===== config.mk =====
export PLATFORM = sky130hd
export DESIGN_NAME = trace_link_h2t_bytes_to_packets_flat
export DESIGN_NICKNAME = d
export VERILOG_FILES = /design/src/rtl/trace_link_h2t_bytes_to_packets_if.sv /design/src/rtl/trace_link_h2t_bytes_to_packets.sv /design/src/flat_wrapper.sv
export SDC_FILE = /design/constraint.sdc
export NUM_CORES = 1
export LEC_CHECK = 0
export ABC_AREA = 1
export ABC_CLOCK_PERIOD_IN_PS = 1300
export CORE_MARGIN = 2
export CORE_UTILIZATION = 25
export CTS_BUF_LIST = sky130_fd_sc_hd__clkbuf_16
export CTS_CLUSTER_SIZE = 12
export DETAILED_ROUTE_END_ITERATION = 10
export PLACE_DENSITY = 0.49
export SYNTH_ARGS = -nofsm -noshare
export SYNTH_HDL_FRONTEND = slang
export SYNTH_SLANG_ARGS = --single-unit
export TNS_END_PERCENT = 5

===== constraint.sdc =====
create_clock -name clk -period 1.3 [get_ports clk]
set_input_delay 0.13 -clock clk [delete_from_list [all_inputs] [get_ports clk]]
set_output_delay 0.13 -clock clk [all_outputs]
set_load 0.02 [all_outputs]

===== src/rtl/trace_link_h2t_bytes_to_packets_if.sv =====
// trace_link_h2t_bytes_to_packets_if: encoded byte stream in, decoded packet stream out
interface trace_link_h2t_bytes_to_packets_if #(
    parameter int CHANNEL_WIDTH = 8
);
    logic                     in_valid;
    logic [7:0]               in_data;
    logic                     in_ready;
    logic                     out_valid;
    logic [7:0]               out_data;
    logic                     out_startofpacket;
    logic                     out_endofpacket;
    logic [CHANNEL_WIDTH-1:0] out_channel;
    logic                     out_ready;
    modport master (
        output in_valid, in_data, out_ready,
        input  in_ready, out_valid, out_data, out_startofpacket, out_endofpacket, out_channel
    );
    modport slave (
        input  in_valid, in_data, out_ready,
        output in_ready, out_valid, out_data, out_startofpacket, out_endofpacket, out_channel
    );
endinterface


===== src/rtl/trace_link_h2t_bytes_to_packets.sv =====
// trace_link_h2t_bytes_to_packets: strips SOP/EOP/channel/escape framing from a byte stream
module trace_link_h2t_bytes_to_packets #(
    parameter int CHANNEL_WIDTH = 8
) (
    input logic clk,
    input logic reset,
    trace_link_h2t_bytes_to_packets_if.slave bus
);
    typedef enum logic [1:0] {DATA, ESC, CHAN, CHAN_ESC} state_t;
    state_t                   state_q, state_d;
    logic                     sop_q, sop_d, eop_q, eop_d;
    logic [CHANNEL_WIDTH-1:0] chan_q, chan_d;
    logic                     ov_q, ov_d, os_q, os_d, oe_q, oe_d;
    logic [7:0]               od_q, od_d;
    logic [CHANNEL_WIDTH-1:0] oc_q, oc_d;
    logic                     accept, is_data;
    logic [7:0]               dbyte, unesc;
    assign bus.in_ready          = !ov_q || bus.out_ready;
    assign accept                = bus.in_valid && bus.in_ready;
    assign unesc                 = bus.in_data ^ 8'h20;
    assign bus.out_valid         = ov_q;
    assign bus.out_data          = od_q;
    assign bus.out_startofpacket = os_q;
    assign bus.out_endofpacket   = oe_q;
    assign bus.out_channel       = oc_q;
    // decode the accepted byte and load or drain the output register
    always_comb begin
        state_d = state_q;
        sop_d   = sop_q;
        eop_d   = eop_q;
        chan_d  = chan_q;
        ov_d    = ov_q;
        od_d    = od_q;
        os_d    = os_q;
        oe_d    = oe_q;
        oc_d    = oc_q;
        is_data = 1'b0;
        dbyte   = bus.in_data;
        if (accept) begin
            case (state_q)
                DATA: begin
                    if (bus.in_data == 8'h7A) sop_d = 1'b1;
                    else if (bus.in_data == 8'h7B) eop_d = 1'b1;
                    else if (bus.in_data == 8'h7C) state_d = CHAN;
                    else if (bus.in_data == 8'h7D) state_d = ESC;
                    else is_data = 1'b1;
                end
                ESC: begin
                    is_data = 1'b1;
                    dbyte   = unesc;
                    state_d = DATA;
                end
                CHAN: begin
                    if (bus.in_data == 8'h7D) state_d = CHAN_ESC;
                    else begin
                        chan_d  = bus.in_data[CHANNEL_WIDTH-1:0];
                        state_d = DATA;
                    end
                end
                default: begin
                    chan_d  = unesc[CHANNEL_WIDTH-1:0];
                    state_d = DATA;
                end
            endcase
        end
        if (is_data) begin
            ov_d  = 1'b1;
            od_d  = dbyte;
            os_d  = sop_q;
            oe_d  = eop_q;
            oc_d  = chan_q;
            sop_d = 1'b0;
            eop_d = 1'b0;
        end else if (bus.out_ready) begin
            ov_d = 1'b0;
        end
    end
    // state and output registers with synchronous reset
    always_ff @(posedge clk) begin
        if (reset) begin
            state_q <= DATA;
            sop_q   <= 1'b0;
            eop_q   <= 1'b0;
            chan_q  <= '0;
            ov_q    <= 1'b0;
            od_q    <= '0;
            os_q    <= 1'b0;
            oe_q    <= 1'b0;
            oc_q    <= '0;
        end else begin
            state_q <= state_d;
            sop_q   <= sop_d;
            eop_q   <= eop_d;
            chan_q  <= chan_d;
            ov_q    <= ov_d;
            od_q    <= od_d;
            os_q    <= os_d;
            oe_q    <= oe_d;
            oc_q    <= oc_d;
        end
    end
endmodule


===== src/flat_wrapper.sv =====
// flat-port wrapper written by rule: the top's interface ports become plain ports
module trace_link_h2t_bytes_to_packets_flat 
#(
    parameter int CHANNEL_WIDTH = 8
)
  (clk, reset, bus_in_valid, bus_in_data, bus_out_ready, bus_in_ready, bus_out_valid, bus_out_data, bus_out_startofpacket, bus_out_endofpacket, bus_out_channel);
  trace_link_h2t_bytes_to_packets_if #(.CHANNEL_WIDTH(CHANNEL_WIDTH)) bus_i ();
  input logic clk;
  input logic reset;
  input wire logic [$bits(bus_i.in_valid)-1:0] bus_in_valid;
  input wire logic [$bits(bus_i.in_data)-1:0] bus_in_data;
  input wire logic [$bits(bus_i.out_ready)-1:0] bus_out_ready;
  output wire logic [$bits(bus_i.in_ready)-1:0] bus_in_ready;
  output wire logic [$bits(bus_i.out_valid)-1:0] bus_out_valid;
  output wire logic [$bits(bus_i.out_data)-1:0] bus_out_data;
  output wire logic [$bits(bus_i.out_startofpacket)-1:0] bus_out_startofpacket;
  output wire logic [$bits(bus_i.out_endofpacket)-1:0] bus_out_endofpacket;
  output wire logic [$bits(bus_i.out_channel)-1:0] bus_out_channel;
  assign bus_i.in_valid = bus_in_valid;
  assign bus_i.in_data = bus_in_data;
  assign bus_i.out_ready = bus_out_ready;
  assign bus_in_ready = bus_i.in_ready;
  assign bus_out_valid = bus_i.out_valid;
  assign bus_out_data = bus_i.out_data;
  assign bus_out_startofpacket = bus_i.out_startofpacket;
  assign bus_out_endofpacket = bus_i.out_endofpacket;
  assign bus_out_channel = bus_i.out_channel;
  trace_link_h2t_bytes_to_packets #(.CHANNEL_WIDTH(CHANNEL_WIDTH)) u_core (.clk(clk), .reset(reset), .bus(bus_i));
endmodule

==> impl_summary.md <==
Routing
After detailed routing, the average wire length per cell comes to 10.9 µm. In the routed layout, each cell is associated on average with a via count of 4.24. For this run, design rule violations remaining after detail routing come to 0. The count of nets left with antenna violations once routing finished came out at 0. For this block, the initial DRC count from the detailed router was 79. After detailed routing, the total wire length is 3580 µm.

For this run, the detailed router's first-pass iteration total came to 4. The number of vias after detailed routing is 1,395.

Placed design
After legalization and detailed placement, the total HPWL measured 2550 µm. The congestion estimate from routability-driven global placement came to 0.824. The number of placed instances, taps included, is 319. The number of port buffers is 31.

Clock network
Hold repair after CTS inserted 0 buffers. The clock net sink count is 31. The number of buffers created by CTS is 5.

Clock tree synthesis selected as its root buffer the cell sky130_fd_sc_hd__clkbuf_16. The post-CTS clock slew at the launch and capture registers of the worst setup and hold paths is 0.05 ns. The number of buffers between clock root and the deepest sink is 2.

The later pin in the worst-skew pair is clocked with a latency of 0.27 ns. TritonCTS built the clock tree. The H-tree generated during clock tree synthesis spans 2 levels.

Run
The tool flagged a number of max-cap violations equal to 0.

STA
The final hold violation count was 0. The worst clock skew on the final layout is 0.00297 ns. The final period demand of the worst path is 1.25 ns. The final critical path takes up 96.2% of the cycle. Setup violations remaining at the end of the flow were counted as 0. The number of max-slew violations in the final report was 0. For this run, the top clock speed supported by timing is 0.800 GHz.

Headroom to the max-slew limit came out at 82.2%. Setup repair after global routing could not meet its margin everywhere. The worst-margin pin slew is 0.267 ns.

Worst setup path
The worst setup path is captured at an output pin. Walking the worst path, the cells encountered are clkdlybuf4s50_1 -> inv_1 -> nand2_4 -> buf_4 -> dlygate4sd2_1. STA puts the critical path data required time at 1.17 ns. The critical path contains buffers and inverters numbering 4 combined. For the worst setup path, the data arrival time is 1.12 ns. The type of element launching the critical path is a primary input. The type of the worst setup path is primary input to output pin. The master of the slowest instance on the critical path is sky130_fd_sc_hd__clkdlybuf4s50_1. On the worst path, the slowest cell contributes a delay of 0.45 ns. Along the worst path, the maximum fanout reaches 3.

Grouping stages by cell kind, the critical path spends the most delay in buffers and inverters.

Synthesis
During synthesis, Yosys emitted a total of 0 warnings. The synthesized netlist contains 20 unique library cells. The sequential cell area fraction in the yosys report is 42.2%. Dividing the synthesized area by the synthesized cell count gives 7.49 µm². The net count after synthesis is 208. Synthesis produced a netlist whose cell count is 196. The area of the mapped netlist is 1470 µm². Counting flops and latches in the post-synthesis netlist gives 31.

GRT
The first-pass GRT wire length is 6070 µm. The total global-route track usage is 12.1%. The residual overflow from global routing is 0. The initial antenna violation count was 0. Entering global routing, the biggest net connects 24 pins.

The via count of the first global-routing pass is 1,364.

Floorplan
The full die area is 6500 µm². The region available for standard cell placement spans 5570 µm². During I/O placement, the number of pins put on the boundary was 32. In this run the horizontal extent of the chip is 80.7 µm. Measured along the y axis, the die boundary spans 80.7 µm. Once the floorplan was initialized, standard cells occupied 26.4% of the core. The floorplan has 27 rows.

Finish
The number of nets at the end of the flow is 268. In the layout the commonest cells are sky130_fd_sc_hd__nand2_1, sky130_fd_sc_hd__dfxtp_1, sky130_fd_sc_hd__a21oi_1, sky130_fd_sc_hd__dlygate4sd2_1, sky130_fd_sc_hd__buf_4. The finished layout holds 329 standard cells, fillers aside. Cells with a size suffix above 1 make up 25.3% of the layout. The library cell used most frequently in the layout, excluding fill and tap cells, is sky130_fd_sc_hd__nand2_1.

The fill cell instance count of the final layout is 613. The area growth from synthesis to layout is 52.4%. 0 antenna diodes ended up in the layout.

Hold path
The min-delay analysis places its worst path in the category primary input to register.

Power
The worst vdd rail ir drop is 0.814 mV. The overall power of the completed layout is 0.00272 W. The analysis attributes to cell leakage a power of 1.06 nW. Dividing total power by cell area gives a power density of 1220 nW/µm².

Run status
The flow ran to the end, and the final reports show no timing, DRC or antenna violations.
timing repair:
action / in CTS / in global routing
pin swaps: 2 / 2
buffers inserted: 0 / 1
endpoints found under the setup margin: 51 / 25
resized for setup: 31 / 12
gates cloned: 0 / 1
cells in the mapped netlist:
cell,count,share of area [%]
sky130_fd_sc_hd__clkinv_1,1,0.26
sky130_fd_sc_hd__a21oi_1,29,9.9
sky130_fd_sc_hd__xor2_1,1,0.60
sky130_fd_sc_hd__o21ai_0,6,2.0
sky130_fd_sc_hd__nand2_1,36,9.2
sky130_fd_sc_hd__inv_1,21,5.4
sky130_fd_sc_hd__dfxtp_1,31,42
sky130_fd_sc_hd__buf_2,4,1.4
sky130_fd_sc_hd__buf_6,6,4.6
sky130_fd_sc_hd__nand4_2,1,0.85
sky130_fd_sc_hd__nand3_1,13,4.4
sky130_fd_sc_hd__xnor2_1,1,0.60
sky130_fd_sc_hd__nor2_1,27,6.9
sky130_fd_sc_hd__nor3_4,1,1.1
sky130_fd_sc_hd__nand2_4,1,0.77
sky130_fd_sc_hd__o21ai_1,2,0.68
sky130_fd_sc_hd__o21ai_2,2,1.2
sky130_fd_sc_hd__a41oi_1,2,1.2
sky130_fd_sc_hd__nand2_2,3,1.3
sky130_fd_sc_hd__nand3_2,8,5.5
metal layers:
metal / part of all wire (%) / up-vias / track usage, %
met4: 1.5 / 0 / 5.08
met1: 49 / 611 / 15.0
li1: - / 752 / -
met3: 3.9 / 7 / 3.60
met2: 45 / 25 / 19.5
met5: 0 / - / 0
state kept, by name (all words and copies together), names as in the netlist:
signal	cells
u_core.sop_q	1
u_core.bus.out_data	8
u_core.bus.out_channel	8
u_core.state_q	2
u_core.bus.out_endofpacket	1
u_core.bus.out_startofpacket	1
u_core.eop_q	1
u_core.chan_q	8
u_core.bus.out_valid	1
area by class of cell:
| cell class | count | area, µm² | area share [%] |
|---|---|---|---|
| clock buffer | 5 | 125 | 5.59 |
| clock inverter | 3 | 38.8 | 1.73 |
| inverter | 22 | 82.6 | 3.69 |
| multi-input combinational | 133 | 711 | 31.7 |
| sequential | 31 | 622 | 27.8 |
| tap | 72 | 90.1 | 4.02 |
| timing repair buffer | 63 | 569 | 25.4 |
final timing paths:
kind	depth (start not counted)	end	start	slack, ns
worst max-delay path	5	bus_in_ready	bus_out_ready	0.05
worst min-delay path	3	u_core.chan_q[4]	bus_in_data[4]	0.33
worst max register to register	6	u_core.bus.out_channel[1]	u_core.state_q[1]	0.10
worst min register to register	2	u_core.chan_q[5]	u_core.chan_q[5]	0.46
metrics by stage:
step | setup WS (ns) | cell area (µm²) | TNS, ns | utilization (%) | hold slack, ns
global placement | -0.486 | 2060 | -14.19 | 36.9 | 0.442
finish | 0.0500 | 2240 | 0 | 40.2 | 0.330
floorplan | 0.00309 | 1490 | 0 | - | 0.192
detailed placement | -0.450 | 2060 | -12.85 | 36.9 | 0.447
global route | -0.0302 | 2240 | -0.0536 | 40.2 | 0.367
CTS | 0.0446 | 2190 | 0 | 39.3 | 0.338
logic make-up after synthesis:
| family | after synthesis | share of synthesized area [%] |
|---|---|---|
| AND/OR/NAND/NOR | 90 | 30.0 |
| XOR/XNOR | 2 | 1.19 |
| flip-flops | 31 | 42.2 |
| AO/OA/AOI/OAI | 41 | 15.0 |
| buffers and inverters | 32 | 11.6 |
where the power goes:
| part | leakage [nW] | switching [W] | internal [W] |
|---|---|---|---|
| Sequential | 0.254 | 0.0000195 | 0.000995 |
| Combinational | 0.720 | 0.000220 | 0.000180 |
| Clock | 0.0812 | 0.000414 | 0.000892 |
worst min-delay path, cell delays in order:
cell,delay [ns]
sky130_fd_sc_hd__dlygate4sd2_1,0.24
sky130_fd_sc_hd__o21ai_0,0.09
sky130_fd_sc_hd__a21oi_1,0.10
Power figures use the tool's default switching activity.
